===== src/rtl/control_filtro_iir.sv =====
// Second-order IIR filter controller: one shared multiplier, 40-bit accumulator, coefficients from an external ROM.
// Optional 16-bit sample counter output enabled by FILTRO_CONTADOR_MUESTRAS_EN.
module control_filtro_iir #(
  parameter int unsigned cant_bits = 25
) (
  input  logic                 clk,
  input  logic                 reset,
  input  logic                 inicio,
  input  logic                 limpiar,
  input  logic [cant_bits-1:0] x_in,
  input  logic [cant_bits-1:0] cte,
  output logic [3:0]           sel_cte,
  output logic [cant_bits-1:0] y_out,
  output logic                 listo,
  output logic                 ocupado
`ifdef FILTRO_CONTADOR_MUESTRAS_EN
  ,
  output logic [15:0]          cuenta_muestras
`endif
);

  localparam int unsigned ACC_W  = 40;
  localparam int unsigned FRAC   = 14;
  localparam int unsigned PROD_W = 2 * cant_bits;

  localparam logic signed [ACC_W-1:0] SAT_MAX = ACC_W'((64'sd1 <<< (cant_bits - 1)) - 64'sd1);
  localparam logic signed [ACC_W-1:0] SAT_MIN = ACC_W'(-(64'sd1 <<< (cant_bits - 1)));

  typedef enum logic [2:0] {
    REPOSO, MAC_B0, MAC_B1, MAC_B2, MAC_A1, MAC_A2, FIN
  } estado_t;

  estado_t                     r_estado, w_estado_sig;
  logic signed [cant_bits-1:0] r_x0, r_x1, r_x2, r_y1, r_y2;
  logic signed [ACC_W-1:0]     r_acc;
  logic [cant_bits-1:0]        r_y_out;
  logic                        r_listo, r_ocupado;
  logic [3:0]                  r_sel;
  logic [3:0]                  w_sel_sig;
  logic signed [cant_bits-1:0] w_oper;
  logic                        w_mac;
  logic signed [PROD_W-1:0]    w_prod;
  logic signed [ACC_W-1:0]     w_term;
  logic signed [cant_bits-1:0] w_sat;

  // State register
  always_ff @(posedge clk or posedge reset) begin
    if (reset) r_estado <= REPOSO;
    else       r_estado <= w_estado_sig;
  end

  // Next state, operand select for the current MAC step, ROM address for the next state
  always_comb begin
    w_estado_sig = r_estado;
    w_oper       = '0;
    w_mac        = 1'b0;
    w_sel_sig    = 4'b0000;
    case (r_estado)
      REPOSO: if (inicio) w_estado_sig = MAC_B0;
      MAC_B0: begin w_oper = r_x0; w_mac = 1'b1; w_estado_sig = MAC_B1; end
      MAC_B1: begin w_oper = r_x1; w_mac = 1'b1; w_estado_sig = MAC_B2; end
      MAC_B2: begin w_oper = r_x2; w_mac = 1'b1; w_estado_sig = MAC_A1; end
      MAC_A1: begin w_oper = r_y1; w_mac = 1'b1; w_estado_sig = MAC_A2; end
      MAC_A2: begin w_oper = r_y2; w_mac = 1'b1; w_estado_sig = FIN;    end
      FIN:    w_estado_sig = REPOSO;
      default: w_estado_sig = REPOSO;
    endcase
    if (limpiar) w_estado_sig = REPOSO;
    case (w_estado_sig)
      MAC_B0:  w_sel_sig = 4'b0101;
      MAC_B1:  w_sel_sig = 4'b0110;
      MAC_B2:  w_sel_sig = 4'b0111;
      MAC_A1:  w_sel_sig = 4'b0001;
      MAC_A2:  w_sel_sig = 4'b0010;
      default: w_sel_sig = 4'b0000;
    endcase
  end

  // Full-width product, floor-shifted back to 14 fractional bits
  assign w_prod = $signed(cte) * w_oper;
  assign w_term = ACC_W'(w_prod >>> FRAC);

  always_comb begin
    w_sat = cant_bits'(r_acc);
    if (r_acc > SAT_MAX)      w_sat = cant_bits'(SAT_MAX);
    else if (r_acc < SAT_MIN) w_sat = cant_bits'(SAT_MIN);
  end

  // Datapath: history, accumulator, registered outputs
  always_ff @(posedge clk or posedge reset) begin
    if (reset) begin
      r_x0 <= '0; r_x1 <= '0; r_x2 <= '0; r_y1 <= '0; r_y2 <= '0;
      r_acc     <= '0;
      r_y_out   <= '0;
      r_listo   <= 1'b0;
      r_ocupado <= 1'b0;
      r_sel     <= 4'b0000;
    end else begin
      r_listo   <= 1'b0;
      r_ocupado <= (w_estado_sig != REPOSO);
      r_sel     <= w_sel_sig;
      if (limpiar) begin
        r_x0 <= '0; r_x1 <= '0; r_x2 <= '0; r_y1 <= '0; r_y2 <= '0;
        r_acc <= '0;
      end else begin
        if (r_estado == REPOSO && inicio) begin
          r_x0  <= $signed(x_in);
          r_acc <= '0;
        end
        if (w_mac) r_acc <= r_acc + w_term;
        if (r_estado == FIN) begin
          r_y_out <= w_sat;
          r_listo <= 1'b1;
          r_x2    <= r_x1;
          r_x1    <= r_x0;
          r_y2    <= r_y1;
          r_y1    <= w_sat;
        end
      end
    end
  end

  assign sel_cte = r_sel;
  assign y_out   = r_y_out;
  assign listo   = r_listo;
  assign ocupado = r_ocupado;

`ifdef FILTRO_CONTADOR_MUESTRAS_EN
  logic [15:0] r_cuenta;

  // Counts delivered samples, wraps naturally at 16 bits
  always_ff @(posedge clk or posedge reset) begin
    if (reset)                              r_cuenta <= '0;
    else if (limpiar)                       r_cuenta <= '0;
    else if (r_estado == FIN)               r_cuenta <= r_cuenta + 16'd1;
  end

  assign cuenta_muestras = r_cuenta;
`endif

endmodule

===== config.mk =====
export PLATFORM = sky130hd
export DESIGN_NAME = control_filtro_iir
export DESIGN_NICKNAME = d
export VERILOG_FILES = /design/src/rtl/control_filtro_iir.sv
export SDC_FILE = /design/constraint.sdc
export NUM_CORES = 2
export LEC_CHECK = 0
export BUFFER_PORTS_ARGS = -buffer_cell sky130_fd_sc_hd__buf_2
export CAP_MARGIN = 20
export CORE_MARGIN = 2
export CORE_UTILIZATION = 50
export CTS_CLUSTER_DIAMETER = 120
export CTS_CLUSTER_SIZE = 16
export DETAILED_ROUTE_END_ITERATION = 7
export HOLD_SLACK_MARGIN = 0.15
export MAX_ROUTING_LAYER = met4
export PLACE_DENSITY = 0.75
export SKIP_CTS_REPAIR_TIMING = 1
export SLEW_MARGIN = 25
export SYNTH_ARGS = -nofsm -noshare
export SYNTH_HDL_FRONTEND = slang
export SYNTH_SLANG_ARGS = --single-unit
export TNS_END_PERCENT = 20

===== constraint.sdc =====
create_clock -name clk -period 10.6 [get_ports clk]
set_input_delay 0.53 -clock clk [delete_from_list [all_inputs] [get_ports clk]]
set_output_delay 0.53 -clock clk [all_outputs]
set_load 0.01 [all_outputs]

==> flow_summary.yaml <==
synthesis:
  synth_edf_count: 0
  syn_area_um2: 32400
  syn_inst: 3402
  synth-main-ff-cell: "dfrtp_1"
  yosysWarnings: 0
  synth_area_per_cell_um2: 9.53
  synth.net_count: 4294
  yosysSeqAreaShare_pct: 15.3
  ys_ff_latch: 198
  yosysUniqueCellTypes: 67
  async_reset_ff_share_pct: 100
detailed_routing:
  wl_per_cell_um: 19.0
  via_per_inst: 5.52
  detail_route.first_pass.iterations: 8
  drc_errors: 0
  totalWireLength_um: 81900
  drtIter0Drc: 1671
  antenna_left: 0
  num_vias: 23800
pwr:
  leakagePower_nw: 18.6
  power.switching_w: 0.00117
  peakVddDrop_mv: 0.117
  p_per_area_nw_per_um2: 81.2
  swShare_pct: 40.9
  seqPwrFrac_pct: 30.1
  internal-power_w: 0.00169
  p_clk_share_pct: 22.2
  p_comb_share_pct: 47.7
sta:
  hold_viol: 0
  max-slew-margin-rel_pct: 29.9
  finalMaxSlewViolations: 0
  timing.final.crit_share_pct: 97.3
  max_freq_mhz: 96.9
  tightest_slew_ns: 1.05
  setup_viol: 0
  hold_slack_ns: 0.151
  finalCriticalPeriod_ns: 10.32
  rsz0062_at_grt: "true"
  fin_worst_skew_ns: 0.00983
  setup_tns_ns: 0
die:
  rows: 93
  die_area_um2: 66900
  start_util_pct: 50.5
  core_area_um2: 64200
  fp.dieW_um: 259
  die_y_um: 259
  ios: 85
critical_path:
  arrival_ns: 10.64
  cp_slowest_cell: "fa_2"
  crit_required_ns: 10.93
  start_kind: "register"
  end_kind: "register"
  path_class: "reg2reg"
  ff2ff_setup_slack_ns: 0.28
  r2r_start: "r_estado[2]"
  startpoint: "r_estado[2]"
  cpMostUsedCell: "fa_1"
  path_delay_family: "adder cells"
  critPathMaxStageDelay_ns: 0.57
  timing.rr.end: "r_acc[39]"
  path_max_fanout: 17
  r2r_cells: 40
  critPathBufInv: 8
layout:
  finish.utilization_pct: 54.9
  final_nets: 4342
  syn_to_final_growth_pct: 8.84
  final_area_um2: 35300
  layout_commonest_cell: "inv_1"
  antenna_cells: 0
  layout_common_cells: "inv_1, fa_1, nand2_1"
  nFillCells: 5579
  layout-drive-gt1-share_pct: 9.04
cts:
  cts_tree: "yes"
  cts_buffer_depth: 2
  numCtsBuffers: 17
  cts_max_level: 4
  cts-root-buf: "clkbuf_16"
  cts_sinks: 198
  cts.clk_slew.worst_paths_ns: 0.07
  insertion_delay_ns: 0.44
global_routing:
  grt_remaining_overflow: 0
  antenna_found_initial: 1
  grt_pass1_wl_um: 133000
  grt_max_degree: 101
  grt_usage_pct: 26.2
  grt_pass1_vias: 25300
place:
  place_area_um2: 34400
  gp_congestion: 0.960
  hpwlAfterDp_um: 64600
  io_buffer_count: 83
worst_hold_path:
  min_path_type: "in2async"
run:
  cap_viol_max_count: 0
status:
  status: "completed"
-- per-stage QoR --
stage / setup WS [ns] / instances / power, W
2_1_floorplan: 0.0208 / 3402 / 0.00181
3_3_place_gp: 0.126 / 4281 / 0.00218
3_5_place_dp: 0.0306 / 4281 / 0.00221
4_1_cts: -0.0285 / 4313 / 0.00285
5_1_grt: -0.172 / 4318 / 0.00307
6_report: 0.281 / 4318 / 0.00286
-- synthesized netlist by cell type (3+ instances only) --
| cell type | n | area [um2] |
|---|---|---|
| a211o_1 | 3 | 26.3 |
| a211oi_1 | 7 | 52.6 |
| a21o_1 | 90 | 676 |
| a21oi_1 | 134 | 671 |
| a221o_1 | 3 | 30.0 |
| a22o_1 | 78 | 683 |
| a31oi_1 | 8 | 50.1 |
| a32o_1 | 4 | 40.0 |
| and2_1 | 285 | 1780 |
| and3_1 | 3 | 18.8 |
| and4_1 | 3 | 26.3 |
| buf_1 | 5 | 18.8 |
| buf_2 | 4 | 20.0 |
| clkbuf_1 | 156 | 586 |
| dfrtp_1 | 198 | 4950 |
| fa_1 | 658 | 13200 |
| ha_1 | 180 | 2250 |
| inv_1 | 665 | 2500 |
| mux2i_1 | 47 | 470 |
| nand2_1 | 431 | 1620 |
| nand2b_1 | 35 | 219 |
| nand3_1 | 9 | 45.0 |
| nand3b_1 | 3 | 22.5 |
| nand4_1 | 10 | 62.6 |
| nor2_1 | 100 | 375 |
| nor2b_1 | 11 | 68.8 |
| nor3_1 | 20 | 100 |
| nor4_1 | 5 | 31.3 |
| o21a_1 | 11 | 82.6 |
| o21ai_0 | 65 | 325 |
| o21ai_1 | 4 | 20.0 |
| o21bai_1 | 8 | 60.1 |
| o22a_1 | 3 | 26.3 |
| o22ai_1 | 20 | 125 |
| o31ai_1 | 6 | 45.0 |
| or2_2 | 12 | 75.1 |
| or3_1 | 4 | 25.0 |
| xnor2_1 | 50 | 438 |
| xor2_1 | 29 | 254 |
-- routing by layer --
| metal | vias to the layer above | part of all wire (%) | global-route usage (%) |
|---|---|---|---|
| li1 | 10500 | - | - |
| met1 | 12300 | 39 | 33.0 |
| met2 | 816 | 50 | 42.8 |
| met3 | 224 | 6.0 | 3.33 |
| met4 | 0 | 4.9 | 11.1 |
| met5 | - | 0 | - |
-- cell families after synthesis --
family | share of synthesized area (%)
adder cells (fa/ha/maj) | 47.6
multiplexers | 1.54
buffers and inverters | 9.69
flip-flops | 15.3
XOR/XNOR | 2.13
AO/OA/AOI/OAI | 9.80
other | 0.0116
AND/OR/NAND/NOR | 14.0
-- worst register-to-register path, delay by kind of cell, from the launching register on --
| kind | cells | cell delay (ns) |
|---|---|---|
| buf+inv | 8 | 0.86 |
| xor+xnor | 2 | 0.31 |
| flops | 1 | 0.43 |
| compound gates | 16 | 3.68 |
| simple gates | 5 | 0.66 |
| fa+ha+maj | 9 | 4.25 |
-- power by group through the flow --
stage               Clock (W)  Combinational, W  Sequential [W]
floorplan                   0          0.000940        0.000867
global placement            0           0.00130        0.000875
detailed placement          0           0.00133        0.000876
CTS                  0.000644           0.00134        0.000861
global route         0.000673           0.00153        0.000869
finish               0.000635           0.00137        0.000862
-- cell type report --
cell class              count  area (um2)  share of cell area, %
flip-flops and latches    198        4960                   14.0
inverters                 665        2500                   7.10
well taps                 855        1070                   3.03
repair buffers            196        1550                   4.39
multi-input cells        2372       24600                   69.8
clock inverters            14         139                  0.394
clock buffers              18         429                   1.22
-- flip-flops by register name, summed over array words and instances, names as in the netlist --
signal / count
r_y2: 25
sel_cte: 3
r_x2: 25
r_estado: 3
r_y1: 25
ocupado: 1
y_out: 25
listo: 1
r_x0: 25
r_acc: 40
r_x1: 25
-- worst max path at each step --
stage | depth (start not counted) | to | slack, ns
6_report | 40 | r_acc[39] | 0.28
3_5_place_dp | 43 | r_acc[39] | 0.03
3_3_place_gp | 43 | r_acc[39] | 0.13
5_1_grt | 42 | r_acc[39] | -0.17
4_1_cts | 43 | r_acc[39] | -0.03
2_1_floorplan | 47 | r_acc[39] | 0.02
(Power assumes the default switching activity.)
